--- src/rtl/bcd_display_scanner.sv ---
// Multiplexed seven-segment scanner for a signed packed-BCD value. The input is
// double-buffered so a frame never mixes values. Output includes blanking and dead time.
module bcd_display_scanner #(
  parameter int NUM_DIGITS     = 3,
  parameter int REFRESH_DIV    = 50000,
  parameter bit ACTIVE_LOW_SEG = 1'b1,
  parameter bit ACTIVE_LOW_AN  = 1'b1
) (
  input  logic                    clk,
  input  logic                    rst_n,
  input  logic [4*NUM_DIGITS-1:0] bcd_in,
  input  logic                    sign_in,
  input  logic                    load,
  input  logic                    blank_lz,
  input  logic                    disp_en,
  output logic [6:0]              seg,
  output logic [NUM_DIGITS:0]     an,
  output logic                    frame_done
);

  localparam int CNT_W  = $clog2(REFRESH_DIV);
  localparam int SLOT_W = $clog2(NUM_DIGITS + 1);
  localparam int BCD_W  = 4 * NUM_DIGITS;

  localparam logic [CNT_W-1:0]  CNT_LAST  = CNT_W'(REFRESH_DIV - 1);
  localparam logic [SLOT_W-1:0] SLOT_LAST = SLOT_W'(NUM_DIGITS);
  // XOR masks: the OFF pattern equals the polarity mask in both polarities.
  localparam logic [6:0]          SEG_OFF = {7{ACTIVE_LOW_SEG}};
  localparam logic [NUM_DIGITS:0] AN_OFF  = {(NUM_DIGITS + 1){ACTIVE_LOW_AN}};

  logic [CNT_W-1:0]  cnt;
  logic [SLOT_W-1:0] slot;
  logic [BCD_W-1:0]  shadow_bcd;
  logic              shadow_sign;
  logic              pending;
  logic [BCD_W-1:0]  disp_bcd;
  logic              disp_sign;
  logic [6:0]        seg_cur;

  logic                  tick;
  logic                  wrap;
  logic [6:0]            sym;
  logic [3:0]            digit;
  logic [BCD_W-1:0]      upper;
  logic [NUM_DIGITS:0]   onehot;

  assign tick   = (cnt == CNT_LAST);
  assign wrap   = tick && (slot == SLOT_LAST);
  assign onehot = (NUM_DIGITS + 1)'(1) << slot;

  function automatic logic [6:0] seg_of(input logic [3:0] d);
    case (d)
      4'd0:    seg_of = 7'b1111110;
      4'd1:    seg_of = 7'b0110000;
      4'd2:    seg_of = 7'b1101101;
      4'd3:    seg_of = 7'b1111001;
      4'd4:    seg_of = 7'b0110011;
      4'd5:    seg_of = 7'b1011011;
      4'd6:    seg_of = 7'b1011111;
      4'd7:    seg_of = 7'b1110000;
      4'd8:    seg_of = 7'b1111111;
      4'd9:    seg_of = 7'b1111011;
      default: seg_of = 7'b1001111;
    endcase
  endfunction

  // Active-high symbol for the current slot; invalid nibbles count as non-zero.
  always_comb begin
    sym   = 7'b0000000;
    digit = 4'd0;
    upper = '0;
    if (slot == SLOT_LAST) begin
      if (disp_sign && (|disp_bcd)) sym = 7'b0000001;
    end else begin
      digit = disp_bcd[4*int'(slot) +: 4];
      upper = disp_bcd >> (4 * int'(slot));
      if (!(blank_lz && (slot != '0) && (upper == '0))) sym = seg_of(digit);
    end
  end

  always_ff @(posedge clk or negedge rst_n) begin
    if (!rst_n) begin
      cnt         <= '0;
      slot        <= '0;
      shadow_bcd  <= '0;
      shadow_sign <= 1'b0;
      pending     <= 1'b0;
      disp_bcd    <= '0;
      disp_sign   <= 1'b0;
      seg_cur     <= SEG_OFF;
      seg         <= SEG_OFF;
      an          <= AN_OFF;
      frame_done  <= 1'b0;
    end else begin
      if (tick) begin
        cnt  <= '0;
        slot <= (slot == SLOT_LAST) ? '0 : slot + 1'b1;
      end else begin
        cnt <= cnt + 1'b1;
      end
      frame_done <= wrap;

      // A load on the wrap cycle bypasses the shadow so it lands in the new frame.
      if (wrap) begin
        if (load) begin
          disp_bcd    <= bcd_in;
          disp_sign   <= sign_in;
          shadow_bcd  <= bcd_in;
          shadow_sign <= sign_in;
          pending     <= 1'b0;
        end else if (pending) begin
          disp_bcd  <= shadow_bcd;
          disp_sign <= shadow_sign;
          pending   <= 1'b0;
        end
      end else if (load) begin
        shadow_bcd  <= bcd_in;
        shadow_sign <= sign_in;
        pending     <= 1'b1;
      end

      // Segments latch only in the dead cycle (cnt==0) so they never switch under a lit anode.
      if (cnt == '0) seg_cur <= sym ^ SEG_OFF;

      if (!disp_en) begin
        seg <= SEG_OFF;
        an  <= AN_OFF;
      end else if (cnt == '0) begin
        seg <= sym ^ SEG_OFF;
        an  <= AN_OFF;
      end else begin
        seg <= seg_cur;
        an  <= onehot ^ AN_OFF;
      end
    end
  end

endmodule
--- config.mk ---
export PLATFORM = sky130hd
export DESIGN_NAME = bcd_display_scanner
export DESIGN_NICKNAME = d
export VERILOG_FILES = /design/src/rtl/bcd_display_scanner.sv
export SDC_FILE = /design/constraint.sdc
export NUM_CORES = 1
export LEC_CHECK = 0
export ABC_CLOCK_PERIOD_IN_PS = 2450
export BUFFER_PORTS_ARGS = -buffer_cell sky130_fd_sc_hd__buf_2
export CORE_MARGIN = 1
export CORE_UTILIZATION = 25
export DETAILED_ROUTE_END_ITERATION = 8
export PLACE_DENSITY_LB_ADDON = 0.2
export SLEW_MARGIN = 20
export SYNTH_ARGS = -nofsm -noshare
export SYNTH_HDL_FRONTEND = slang
export SYNTH_SLANG_ARGS = --single-unit
--- constraint.sdc ---
create_clock -name clk -period 2.45 [get_ports clk]
set_input_delay 0.49 -clock clk [delete_from_list [all_inputs] [get_ports clk]]
set_output_delay 0.49 -clock clk [all_outputs]
set_load 0.05 [all_outputs]
==> impl_metrics.yaml, run 1 <==
run_status:
  run_status: "completed"
synthesis:
  ys.flop_type: "dfrtp_1"
  synth_top_family_by_area: "simple AND/OR/NAND/NOR gates"
  synth_nets: 278
  ys_seq_area_share_pct: 54.84
  async_reset_ff_share_pct: 100.0
  syn_area_per_cell_sq_um: 11.89
  synth_compound_area_share_pct: 7.520
  synth-seq-cells: 64
  syn_area_sq_um: 2962
  synth.area.mux_share_pct: 12.67
  yosys.area_share.simple_pct: 14.07
  netlist_instances: 249
  synth_edf_count: 0
  synth_xor_xnor_area_share_pct: 3.845
  ys.warnings.count: 0
  netlist-cell-type-count: 43
  synth_fa_ha_area_share_pct: 4.647
sta:
  setup_violations: 0
  finalSetupTns_ps: 0
  finalClockSkew_ps: 6.665
  hold_viol: 0
  slew_headroom_pct: 61.75
  whs_ps: 165.3
  rsz0062_at_grt: "true"
  slew_violations: 0
  worstMarginPinSlew_ps: 567.7
  min_period_over_period_pct: 98.50
  fmax_mhz: 414.4
  fin_crit_ps: 2413
  setup_slack_ps: 36.87
grt:
  grt_pass1_wl_mm: 10.69
  antenna_found_initial: 0
  grt_overflow: 0
  grt_usage_pct: 11.10
  grt_pass1_vias: 2153
  grt_max_degree: 65
finish:
  stdcell_area_sq_um: 3712
  finalNetCount: 326
  final_util_pct: 32.37
  fill_cells: 1162
  antenna_cells: 0
  fin_cells: 445
  syn_to_final_growth_pct: 25.35
  drive_above_1_share_pct: 37.42
drt:
  first_pass_iters: 4
  ant_nets: 0
  via_per_inst: 4.517
  routed_wl_mm: 6.129
  avgRoutedWirePerCell_microns: 13.77
  drcViolationCount: 0
  drt_iter0_drc: 76
  via_count: 2010
die:
  core_area_sq_um: 11470
  io_pins: 30
  die_area_sq_um: 12290
  rows: 39
  die_w_microns: 110.8
  initial_utilization_pct: 25.83
  dieHeight_microns: 110.8
clocking:
  htreeDepth: 3
  cts_buffers: 9
  path_clk_slew_ps: 60
  root_buffer: "clkbuf_16"
  clk_latency_ps: 320
  cts_max_path_buffers: 2
  cts_tree: "built"
  cts.sinks: 64
  cts_hold_buf: 0
worst_setup_path:
  r2r-start: "cnt[12]$_DFF_PN0_"
  reg2reg_to: "disp_bcd[9]$_DFFE_PN0P_"
  path_cells: "or4_4 -> nand2b_4 -> or4_4 -> nor3_4 -> clkbuf_16 -> mux2_2"
  slowest_stage: "or4_4"
  cp_common_cell: "or4_4"
  worst-setup-path-type: "flip-flop to flip-flop"
  startpoint_type: "flip-flop"
  cp.arrival_ps: 2610
  r2r_slack_ps: 40
  worstPathRequired_ps: 2650
  cp_max_fo: 6
  r2r_cells: 6
  endpoint_kind: "flip-flop"
  critPathMaxStageDelay_ps: 530
place:
  io_buffers: 29
  pre_cts_ws_ps: 31.10
  dpl.hpwl_mm: 4.352
  gp_congestion: 0.7783
  placed_area_sq_um: 3371
  dpl.cell_count: 426
power_and_ir_drop:
  power_mw: 2.559
  p_leak_nw: 1.647
  vdd_drop_max_mv: 0.3725
  p_per_area_nw_per_um2: 689.3
run:
  maxCapViolations: 0
hold_path:
  hp-class: "input pin to async pin"
## repair_timing
action | in CTS | in global routing
gates resized for setup | 0 | 3
setup buffers | 0 | 2
hold endpoints to repair | 0 | 0
setup endpoints to repair | 0 | 14
## cell usage in the layout, fill, tap and decap left out, drive strengths merged, types with 8 or more instances in the layout
cell type,count
dfrtp,46
buf,44
mux2,28
nor2,23
dfstp,18
nand3,14
clkbuf,14
nand2,12
ha,11
o21ai,10
inv,9
xor2,8
## state kept, by name, indices dropped and copies added (netlist names), 2 cells and up
| signal | flops |
|---|---|
| seg_cur | 7 |
| cnt | 16 |
| seg | 7 |
| an | 4 |
| shadow_bcd | 12 |
| disp_bcd | 12 |
| slot | 2 |
## final cells by class
class                   instances  area, sq um  area share, %
flip-flops and latches         64         1625          43.78
multi-input cells             168         1274          34.31
repair buffers                 45        307.8          8.291
clock buffers                  13        250.2          6.741
well taps                     143        178.9          4.820
clock inverters                 3        42.54          1.146
inverters                       9        33.78         0.9100
## logic make-up after synthesis
family                   after synthesis
multiplexers                          34
flip-flops                            64
buffers and inverters                 17
XOR/XNOR                              13
adder cells (fa/ha/maj)               11
AND/OR/NAND/NOR                       78
AO/OA/AOI/OAI                         32
## power breakdown
group	internal (mW)	switching, mW
Sequential	1.12	0.0160
Combinational	0.0699	0.111
Clock	0.814	0.430
Total	2.00	0.557
## layer usage
metal / up-vias / global-route usage, % / share of wire, %
met4: 0 / 4.178 / 1.4
met2: 25 / 17.56 / 48
li1: 979 / - / -
met3: 6 / 4.046 / 3.3
met1: 1000 / 13.79 / 47
met5: - / 0 / 0
## cells in the mapped netlist (all sizes together), types with 7 or more instances
cell	n	area share [%]
dfrtp	46	39
mux2	28	11
nor2	23	2.9
dfstp	18	16
nand3	14	2.4
nand2	12	1.5
ha	11	4.6
o21ai	10	1.7
inv	9	1.1
xor2	8	2.4
clkbuf	7	0.89
## critical path, delay by kind of cell (launching register included)
family	cells	cell delay (ps)
and+or+nand+nor	4	1380
DFF	1	380
muxes	1	320
buffers and inverters	1	210
## how the worst max path moves through the flow
stage | startpoint | end | slack (ps) | depth (start not counted)
floorplan | cnt[11]$_DFF_PN0_ | disp_bcd[0]$_DFFE_PN0P_ | 9 | 6
global placement | cnt[11]$_DFF_PN0_ | disp_bcd[4]$_DFFE_PN0P_ | 60 | 6
detailed placement | cnt[11]$_DFF_PN0_ | disp_bcd[6]$_DFFE_PN0P_ | 30 | 6
CTS | cnt[11]$_DFF_PN0_ | disp_bcd[11]$_DFFE_PN0P_ | 8 | 6
global route | cnt[12]$_DFF_PN0_ | disp_bcd[10]$_DFFE_PN0P_ | -20 | 6
finish | cnt[12]$_DFF_PN0_ | disp_bcd[9]$_DFFE_PN0P_ | 40 | 6
Note: power is estimated with default switching activity, not from simulation.
==> run 2: changes to the inputs <==
--- a/config.mk
+++ b/config.mk
@@ -5,7 +5,7 @@
 export SDC_FILE = /design/constraint.sdc
 export NUM_CORES = 1
 export LEC_CHECK = 0
-export ABC_CLOCK_PERIOD_IN_PS = 2450
+export ABC_CLOCK_PERIOD_IN_PS = 2500
 export BUFFER_PORTS_ARGS = -buffer_cell sky130_fd_sc_hd__buf_2
 export CORE_MARGIN = 1
 export CORE_UTILIZATION = 25
==> constraint.sdc (replaced) <==
create_clock -name clk -period 2.5 [get_ports clk]
set_input_delay 0.5 -clock clk [delete_from_list [all_inputs] [get_ports clk]]
set_output_delay 0.5 -clock clk [all_outputs]
set_load 0.05 [all_outputs]
==> run 2 against run 1 <==
Effect of this change: first-iteration DRC count fell by 30%; wire length decreased by 1.7%; largest cell class unchanged; critical path type unchanged; final area shrank 0.88%; critical endpoint is now disp_bcd[7]$_DFFE_PN0P_; via count is 2.0% lower; clock-buffer cell count grew 1; non-clock buffer count is 4 lower.
==> impl_metrics.yaml, run 2 (synthesized netlist as in run 1, its figures left out) <==
run_status:
  run_status: "completed"
sta:
  hold_viol: 0
  rsz0062_at_grt: "true"
  slew_headroom_pct: 59.75
  fmax_mhz: 409.9
  setup_slack_ps: 60.55
  finalClockSkew_ps: 10.99
  min_period_over_period_pct: 97.58
  worstMarginPinSlew_ps: 597.5
  fin_crit_ps: 2439
  whs_ps: 175.2
  slew_violations: 0
  setup_violations: 0
finish:
  multi_input_area_sq_um: 1270
  reg.largest.list: "cnt x16, disp_bcd x12, shadow_bcd x12"
  largest_reg_flops: 16
  regMostFlops: "cnt"
  drive_above_1_share_pct: 36.91
  finalNetCount: 322
  antenna_cells: 0
  layout_common_cells: "dfrtp_1, buf_2, mux2_2, nor2_1, dfstp_2"
  syn_to_final_growth_pct: 24.25
  regArea_sq_um: 1625
  fill_cells: 1157
  final_util_pct: 32.09
  final_common_cell: "dfrtp_1"
place:
  io_buffers: 29
  pre_cts_ws_ps: 65.40
  gp_congestion: 0.7914
  dpl.hpwl_mm: 4.224
worst_setup_path:
  path_cells: "or4_4 -> nand2b_4 -> or4_4 -> nor3_4 -> buf_12 -> mux2_2"
  worstPathRequired_ps: 2710
  startpoint_type: "flip-flop"
  endpoint_kind: "flip-flop"
  slowest_stage: "or4_4"
  cp_max_fo: 13
  r2r_slack_ps: 60
  cp_common_cell: "or4_4"
  critPathBufInv: 1
  critPathMaxStageDelay_ps: 540
  worst-setup-path-type: "flip-flop to flip-flop"
  cp_top_family: "simple AND/OR/NAND/NOR gates"
  cp.arrival_ps: 2640
  cp.depth: 6
  r2r_cells: 6
die:
  initial_utilization_pct: 25.83
  io_pins: 30
  dieHeight_microns: 110.8
  rows: 39
  die_area_sq_um: 12290
  die_w_microns: 110.8
  core_area_sq_um: 11470
grt:
  met1_usage_pct: 14.19
  grt_pass1_vias: 2032
  busiest_layer: "met2"
  antenna_found_initial: 0
  grt_overflow: 0
  grt_use_met3_pct: 3.773
  met2_usage_pct: 17.14
  grt_max_degree: 65
  grt_pass1_wl_mm: 10.65
  grt_usage_pct: 11.22
clocking:
  clk_latency_ps: 330
  cts_max_path_buffers: 2
  path_clk_slew_ps: 60
  cts.sinks: 64
  cts_resized: 0
  post_cts_buffers: 0
  cts_hold_buf: 0
  cts_buffers: 9
  root_buffer: "clkbuf_16"
  htreeDepth: 3
  cts_tree: "built"
power_and_ir_drop:
  p_leak_nw: 1.633
  vdd_drop_max_mv: 0.3074
  p_per_area_nw_per_um2: 698.6
  power_mw: 2.571
drt:
  via_per_inst: 4.467
  via_count: 1970
  drt_iter0_drc: 53
  avgRoutedWirePerCell_microns: 13.66
  drcViolationCount: 0
  first_pass_iters: 4
  ant_nets: 0
  routed_wl_mm: 6.023
hold_path:
  hp-class: "input pin to async pin"
run:
  maxCapViolations: 0
run 2: metal layers:
metal  up-vias  share of wire, %  routed length [microns]
li1        974                 -                        -
met1       962                49                     2933
met2        26                46                     2777
met3         8               3.3                      200
met4         0               1.8                      110
met5         -                 0                        0
run 2: final timing paths:
| check | startpoint | to |
|---|---|---|
| setup / recovery | cnt[11]$_DFF_PN0_ | disp_bcd[7]$_DFFE_PN0P_ |
| hold / removal | rst_n | shadow_bcd[1]$_DFFE_PN0P_ |
| setup reg to reg | cnt[11]$_DFF_PN0_ | disp_bcd[7]$_DFFE_PN0P_ |
| hold reg to reg | seg_cur[0]$_DFF_PN1_ | seg_cur[0]$_DFF_PN1_ |
| max in group asynchronous | rst_n | seg_cur[1]$_DFF_PN1_ |
| min in group clk | bcd_in[10] | shadow_bcd[10]$_DFFE_PN0P_ |
run 2: area by class of cell:
| cell class | instances | area share [%] |
|---|---|---|
| tap | 143 | 4.862 |
| clock inverter | 2 | 1.020 |
| inverter | 9 | 0.9181 |
| timing repair buffer | 41 | 7.072 |
| clock buffer | 14 | 7.446 |
| sequential | 64 | 44.17 |
| multi-input combinational | 168 | 34.51 |
run 2: power breakdown:
part	switching, mW	internal (mW)
clock network	0.429	0.853
registers	0.0158	1.10
logic	0.108	0.0681
run 2: through the flow:
| stage | setup TNS, ps | std cells | cell area (sq um) |
|---|---|---|---|
| 2_1_floorplan | 0 | 249 | 2962 |
| 6_report | 0 | 441 | 3680 |
| 3_3_place_gp | 0 | 425 | 3363 |
| 4_1_cts | 0 | 441 | 3675 |
| 3_5_place_dp | 0 | 425 | 3363 |
| 5_1_grt | -100.4 | 441 | 3680 |
run 2: worst register-to-register path: cells and delay by family, from the launching register on:
kind	cells	cell delay (ps)
AND/OR/NAND/NOR	4	1440
multiplexers	1	340
flip-flops	1	380
buffers and inverters	1	160
